`src/rtl/keccak_lane_sipo.sv`:
```
// Keccak lane packer: collects RATE_LANES 64-bit lanes, first lane into the top slot, into a
// 1600-bit state and holds it with out_valid until the consumer takes it.
module keccak_lane_sipo #(
  parameter int RATE_LANES = 25
) (
  input  logic          clk,
  input  logic          rst,
  input  logic [63:0]   in_lane,
  input  logic          in_valid,
  output logic          in_ready,
  output logic [1599:0] state_out,
  output logic          out_valid,
  input  logic          out_ready,
  output logic [4:0]    lane_cnt
);

  localparam logic [4:0] LAST_IDX = 5'(RATE_LANES - 1);

  typedef enum logic {
    FILL = 1'b0,
    FULL = 1'b1
  } state_t;

  state_t     r_state;
  state_t     w_state_next;
  logic [4:0] r_lane_cnt;
  logic       r_out_valid;
  logic       w_accept;
  logic       w_handoff;
  logic       w_last;

  assign w_last    = (r_lane_cnt == LAST_IDX);
  assign lane_cnt  = r_lane_cnt;
  assign out_valid = r_out_valid;

  always_ff @(posedge clk or posedge rst) begin
    if (rst) begin
      r_state <= FILL;
    end else begin
      r_state <= w_state_next;
    end
  end

  // in_ready decodes the state only, so the handoff edge can never also accept a lane.
  always_comb begin
    w_state_next = r_state;
    w_accept     = 1'b0;
    w_handoff    = 1'b0;
    in_ready     = 1'b0;
    case (r_state)
      FILL: begin
        in_ready = 1'b1;
        if (in_valid) begin
          w_accept = 1'b1;
          if (w_last) begin
            w_state_next = FULL;
          end
        end
      end
      FULL: begin
        if (out_ready) begin
          w_handoff    = 1'b1;
          w_state_next = FILL;
        end
      end
      default: w_state_next = FILL;
    endcase
  end

  always_ff @(posedge clk or posedge rst) begin
    if (rst) begin
      r_lane_cnt  <= 5'd0;
      r_out_valid <= 1'b0;
    end else begin
      r_out_valid <= (w_state_next == FULL);
      if (w_accept) begin
        r_lane_cnt <= r_lane_cnt + 5'd1;
      end else if (w_handoff) begin
        r_lane_cnt <= 5'd0;
      end
    end
  end

  // Only rate slots get storage; capacity slots are hard zero.
  for (genvar g = 0; g < 25; g++) begin : g_slot
    if (g < RATE_LANES) begin : g_rate
      logic [63:0] r_slot;
      always_ff @(posedge clk or posedge rst) begin
        if (rst) begin
          r_slot <= 64'd0;
        end else if (w_handoff) begin
          r_slot <= 64'd0;
        end else if (w_accept && (r_lane_cnt == 5'(g))) begin
          r_slot <= in_lane;
        end
      end
      assign state_out[1599-64*g -: 64] = r_slot;
    end else begin : g_cap
      assign state_out[1599-64*g -: 64] = 64'd0;
    end
  end

endmodule
```
`config.mk`:
```
export PLATFORM = sky130hd
export DESIGN_NAME = keccak_lane_sipo
export DESIGN_NICKNAME = d
export VERILOG_FILES = /design/src/rtl/keccak_lane_sipo.sv
export SDC_FILE = /design/constraint.sdc
export NUM_CORES = 2
export LEC_CHECK = 0
export ABC_CLOCK_PERIOD_IN_PS = 63600
export CAP_MARGIN = 30
export CORE_AREA = 2 2 647 649
export DETAILED_ROUTE_END_ITERATION = 8
export DIE_AREA = 0 0 649 651
export PLACE_DENSITY = 0.3
export RECOVER_POWER = 50
export SLEW_MARGIN = 20
export SYNTH_ARGS = -nofsm -noshare
export SYNTH_HDL_FRONTEND = slang
export SYNTH_SLANG_ARGS = --single-unit
```
`constraint.sdc`:
```
create_clock -name clk -period 63.6 [get_ports clk]
set_input_delay 12.72 -clock clk [delete_from_list [all_inputs] [get_ports clk]]
set_output_delay 12.72 -clock clk [all_outputs]
set_load 0.02 [all_outputs]
```
-- Yosys cells after proc, flatten, opt, wreduce, memory -nomap -nowiden
Index checks and enable logic that the tools add are counted.
- add/sub/neg operators: 1
- equality and inequality tests: 24
- mux-type cells: 61
- bitwise logic cells: 1
- reduce and logical (&&, ||, !) cells: 52
- operator list (kind ; number):
    $mux W64 ; 50
    $reduce_bool A2 Y1 ; 26
    $eq A5 B5 Y1 const B ; 9
    $eq A5 B4 Y1 const B ; 8
    $logic_and A1 B1 Y1 ; 25
    $eq A5 B3 Y1 const B ; 4
    $eq A5 B2 Y1 const B ; 2
    $mux W5 ; 2
    $mux W1 ; 8
    $add A5 B1 Y5 const B ; 1
    $eq A5 B1 Y1 const B ; 1
    $logic_not A5 Y1 ; 1
    $pmux W1 S2 ; 1
    $not A1 Y1 ; 1
- register bits after elaboration: 1606
- input port bits: 68
- output and inout bits: 1607
- word-level logic and storage cells: 166

-- Longest topological paths before layout
- depth in word-level cells: 5
- mapped depth: 8
- gate-level depth less buffers: 5

-- Least setup slack after synthesis
No wires, ideal clock.
- kind: input to register
- from: in in_valid
- to: reg g_slot[16].g_rate.r_slot[10]
- library setup time: 0.130 ns
- arrival: 13.797 ns
- data required time: 63.470 ns
- path slack: 49.672 ns
- cell stages on the path: 6
- buffers on the path: 3
- cells stage by stage: or4b_1 -> buf_2 -> buf_6 -> buf_6 -> o211ai_2 -> o21ai_1
- word-level cells in the longest chain between the ends: 4
- ends and longest elaborated chain (item ; RTL line ; text):
    start: declaration ; 9 ; input logic in_valid,
    $mux W1 ; 53 ; if (in_valid) begin
    $mux W1 ; 50 ; case (r_state)
    $logic_and A1 B1 Y1 ; 93 ; end else if (w_accept && (r_lane_cnt == 5'(g))) begin
    $reduce_bool A2 Y1 (no line) ; -- ;
    end signal: assignment ; 94 ; r_slot <= in_lane;
    end: declaration ; 87 ; logic [63:0] r_slot;
Every way passes these cells.
A chain may end at the register's enable or synchronous reset.

-- Final worst setup path
- from: in out_ready
- to: reg g_slot[12].g_rate.r_slot[61]
- word-level cells in the longest chain between the ends: 3
- elaborated cells between the ends (all ways): 4
- those cells by class: 3 x mux; 1 x reduce/logical
- ends and longest elaborated chain (item ; RTL line ; text):
    start: declaration ; 13 ; input logic out_ready,
    $mux W1 (*) ; 61 ; if (out_ready) begin
    $mux W1 (*) ; 50 ;
    $mux W64 / $reduce_bool A2 Y1 (equally long branches) ; -- ;
    end signal: assignment ; 94 ;
    end: declaration ; 87 ;
Mark *: on every way between the ends. The rest lies on a longest branch, timed or not.

==> key figures <==
Logic synthesis
  – Seq/Total Area, Yosys: around 61%
  – Fraction of synthesized cell area taken by the top area cell type: between 60% and 70%
  – Dominant cells by area after synthesis: sky130_fd_sc_hd__dfrtp_1 (61%), sky130_fd_sc_hd__o211ai_1 (8.8%), sky130_fd_sc_hd__o21ai_1 (8.7%)
  – Per-instance average area after synthesis: 10.52 sq um
  – Syn Nets: between 6000 and 7000
  – Synthesized cell area: roughly 66000 sq um
  – Most numerous cell types in the synthesized netlist: sky130_fd_sc_hd__dfrtp_1 (1606), sky130_fd_sc_hd__o21ai_1 (1140), sky130_fd_sc_hd__o211ai_1 (769)
  – EDFF count, synth: 0
  – Number of cells produced by synthesis: around 6300
  – Yosys reg bits: 1606
  – Most instantiated flip-flop cell in the synthesis netlist: sky130_fd_sc_hd__dfrtp_1
  – Most numerous cell in the Yosys netlist: sky130_fd_sc_hd__dfrtp_1
  – Async set-reset flop share out of synthesis: between 90% and 100%
  – Post-synth cell types: 40
  – Total number of yosys warnings: 0
  – Post-synth top area cell: sky130_fd_sc_hd__dfrtp_1

Cells and area
  – Fillers: around 45000
  – Fraction of final layout cells with drive strength greater than 1: approximately 9.1%
  – Layout Area Growth over Synthesis: 45.29%
  – Number of nets in the layout: 7674

Clock network
  – Post-CTS Hold Fix Bufs: 0
  – Sinks on the clock net: around 1600
  – Maximum buffer depth of the clock tree: 4
  – H-tree level count: 4
  – TritonCTS clock tree: built
  – Cell at the root of the clock tree: sky130_fd_sc_hd__clkbuf_16
  – Insertion delay to the later sink of the worst-skew pair: 0.91 ns
  – Clock slew at the register clock pins of the worst setup and hold paths: around 0.06 ns
  – CTS-repair resized insts: 0
  – CTS buffer count: ~210
  – Post CTS Setup Buffer Count: 0

Place
  – Placed wire-length estimate: between 300000 and 400000 um
  – Post-Place Setup Slack: between 40 and 50 ns
  – GPL Wtd Cong: about 0.8
  – Total of buffers placed on input and output ports: 1674

Pwr
  – Peak VDD IR: between 20 and 30 uV
  – Power density cells: approximately 57 nW/um^2
  – Leakage power total: about 42 nW

Setup path
  – Category of the critical setup timing path: in -> reg
  – Peak fanout along the critical path: about 150
  – Data arrival time of the critical path: around 27 ns
  – Sort of element at the end of the critical path: register
  – Required time at the worst-slack endpoint: about 64 ns
  – Biggest cell delay along the critical path: 6.06 ns
  – Register-to-register path setup slack: 49.05 ns
  – Crit path max-delay family: buffers and inverters
  – Terminus of the critical flop-to-flop path: g_slot[12].g_rate.r_slot[61]
  – CP Launch Type: input pin
  – Depth of the worst register-to-register path: 5
  – Startpoint of the worst register-to-register path: out_valid
  – Critical path's slowest cell: sky130_fd_sc_hd__clkbuf_1
  – Critical path cell sequence: dlygate4sd3_1, nand2_1, clkbuf_1, nand2_1, mux2i_1
  – Buffering stage count on the worst path with inverters included: 2
  – Dominant cell type by count on the critical path: sky130_fd_sc_hd__nand2_1

Route
  – Routed vias: between 60000 and 70000
  – Drt wl/cell: between 30 and 40 um
  – Met1 wire length: ~190000 um
  – Top metal layer carrying routed signals: met4
  – Detailed-route wire length: between 400000 and 500000 um
  – Post-detailed-route via-to-cell ratio: approximately 4.5
  – Routed length on met2: between 200000 and 250000 um
  – Detailed route wirelength on metal3: roughly 30000 um
  – ANT nets after route: 0
  – Residual DRC count: 0
  – Pre-antenna DRT Iters: 5
  – Starting DRT DRC Count: about 5300

Min path
  – Type of the most critical hold path: reg -> reg
  – Start point of the worst hold path: g_slot[15].g_rate.r_slot[53]
  – Worst hold endpoint: g_slot[15].g_rate.r_slot[53]
  – Cell depth of the worst hold path: 1

Timing
  – Upper clock frequency limit: 38.00 MHz
  – Final worst-path cycle share: 41.38%
  – Post-route setup TNS: 0 ns
  – Tightest Pin Transition: between 8 and 9 ns
  – Worst slack on hold paths: about 0.49 ns
  – Final setup margin: 37.28 ns
  – Max-slew violation count: between 1500 and 2000
  – Final hold violation count: 0
  – Number of failing setup endpoints in the final timing report: 0
  – RSZ-0062 raised after global routing: false
  – Largest clock skew in the final design: 0.1059 ns
  – Worst slew margin relative to its limit: -463.0%
  – Period minus WS final: roughly 26 ns

Floorplan
  – Effective utilization at floorplan: 15.87%
  – Width of the die: ~650 um
  – Std-Cell Core Area: roughly 420000 sq um
  – Number of standard-cell rows in the floorplan: approximately 240
  – Top-level port count: between 1500 and 2000
  – Die Footprint: about 420000 sq um
  – Die Span Y: around 650 um

Status
  – Status: finished with violations
  – Violated checks: max-capacitance violations, max-slew violations

Global route
  – Total GRT Usage: 22.30%
  – Global-route wire length before repair: 639200 um
  – Global route total overflow: 0
  – Largest net degree at the start of global routing: about 180
  – Vias in the first global route: between 50000 and 60000
  – Initial antenna violation count: 49

Job
  – Number of maximum-capacitance violations: 40
power by group:
part,switching (W),total [W],internal (W)
clock,0.000523,0.00126,0.000732
combinational,0.00171,0.00255,0.000839
sequential,0.000247,0.00168,0.00143
total,0.00248,0.00548,0.00300
layout make-up:
| class | instances | area, sq um | area share, % |
|---|---|---|---|
| Sequential cell | 1606 | 40190 | 41.96 |
| Multi-Input combinational cell | 3810 | 22490 | 23.48 |
| Timing Repair Buffer | 1903 | 18850 | 19.69 |
| Tap cell | 5497 | 6878 | 7.182 |
| Clock buffer | 329 | 6391 | 6.673 |
| Clock inverter | 43 | 646.9 | 0.6754 |
| Inverter | 67 | 252.7 | 0.2639 |
| Antenna cell | 28 | 70.07 | 0.07316 |
layout by cell type (no fill, tap or decap), drive strengths merged, types with 21 or more instances in the layout:
master,count
clkdlybuf4s50,410
nor2,21
o21ai,1385
nand3,516
o211ai,869
buf,192
nand2,752
inv,73
clkbuf,369
diode,28
dlygate4sd3,1261
mux2i,214
dfrtp,1606
clkinv,21
metrics by stage:
step | instances | total power, W | instance area, sq um | utilization, %
floorplan | 6265 | 0.002777 | 65910 | -
global placement | 12850 | 0.004376 | 88220 | 21.24
detailed placement | 12870 | 0.004390 | 88620 | 21.33
CTS | 13240 | 0.005683 | 95650 | 23.02
global route | 13260 | 0.005706 | 95710 | 23.04
finish | 13280 | 0.005477 | 95770 | 23.05
how the worst max path moves through the flow:
| stage | to | depth (start not counted) | startpoint | slack [ns] |
|---|---|---|---|---|
| after CTS | g_slot[23].g_rate.r_slot[37] | 7 | out_ready | 47.13 |
| after detailed placement | g_slot[7].g_rate.r_slot[37] | 7 | out_ready | 46.15 |
| final | g_slot[12].g_rate.r_slot[61] | 5 | out_ready | 37.28 |
| after floorplan | g_slot[0].g_rate.r_slot[0] | 1 | rst | 5.56 |
| after global routing | g_slot[12].g_rate.r_slot[61] | 5 | out_ready | 36.42 |
| after global placement | g_slot[7].g_rate.r_slot[37] | 7 | out_ready | 46.10 |
cell families (layout without fill, tap and decap cells):
logic type / Yosys count / in the layout / share of synthesized area (%)
AOI/OAI and AO/OA: 2260 / 2260 / 21.24
xor gates and xnor gates: 2 / 2 / 0.02658
adders and majority gates: 5 / 5 / 0.09491
buffers and inverters: 849 / 2342 / 5.558
DFF: 1606 / 1606 / 60.97
muxes: 215 / 215 / 3.267
other: 0 / 28 / 0
and+or+nand+nor: 1328 / 1328 / 8.842
worst register-to-register path, stage by stage, from the launching register on:
cell,delay (ns)
sky130_fd_sc_hd__dfrtp_1,0.35
sky130_fd_sc_hd__buf_4,0.23
sky130_fd_sc_hd__nand2_1,2.53
sky130_fd_sc_hd__clkbuf_1,6.10
sky130_fd_sc_hd__nand2_1,4.20
sky130_fd_sc_hd__mux2i_1,0.98
layer usage:
layer	vias up	track usage (%)
li1	25090	-
met1	32240	25.93
met2	2179	39.30
met3	586	5.099
met4	0	9.201
met5	-	0
registers in the layout, summed over array words and instances (netlist names):
signal	count
g_slot.g_rate.r_slot	1600
lane_cnt	5
out_valid	1
Note: power is estimated with default switching activity, not from simulation.
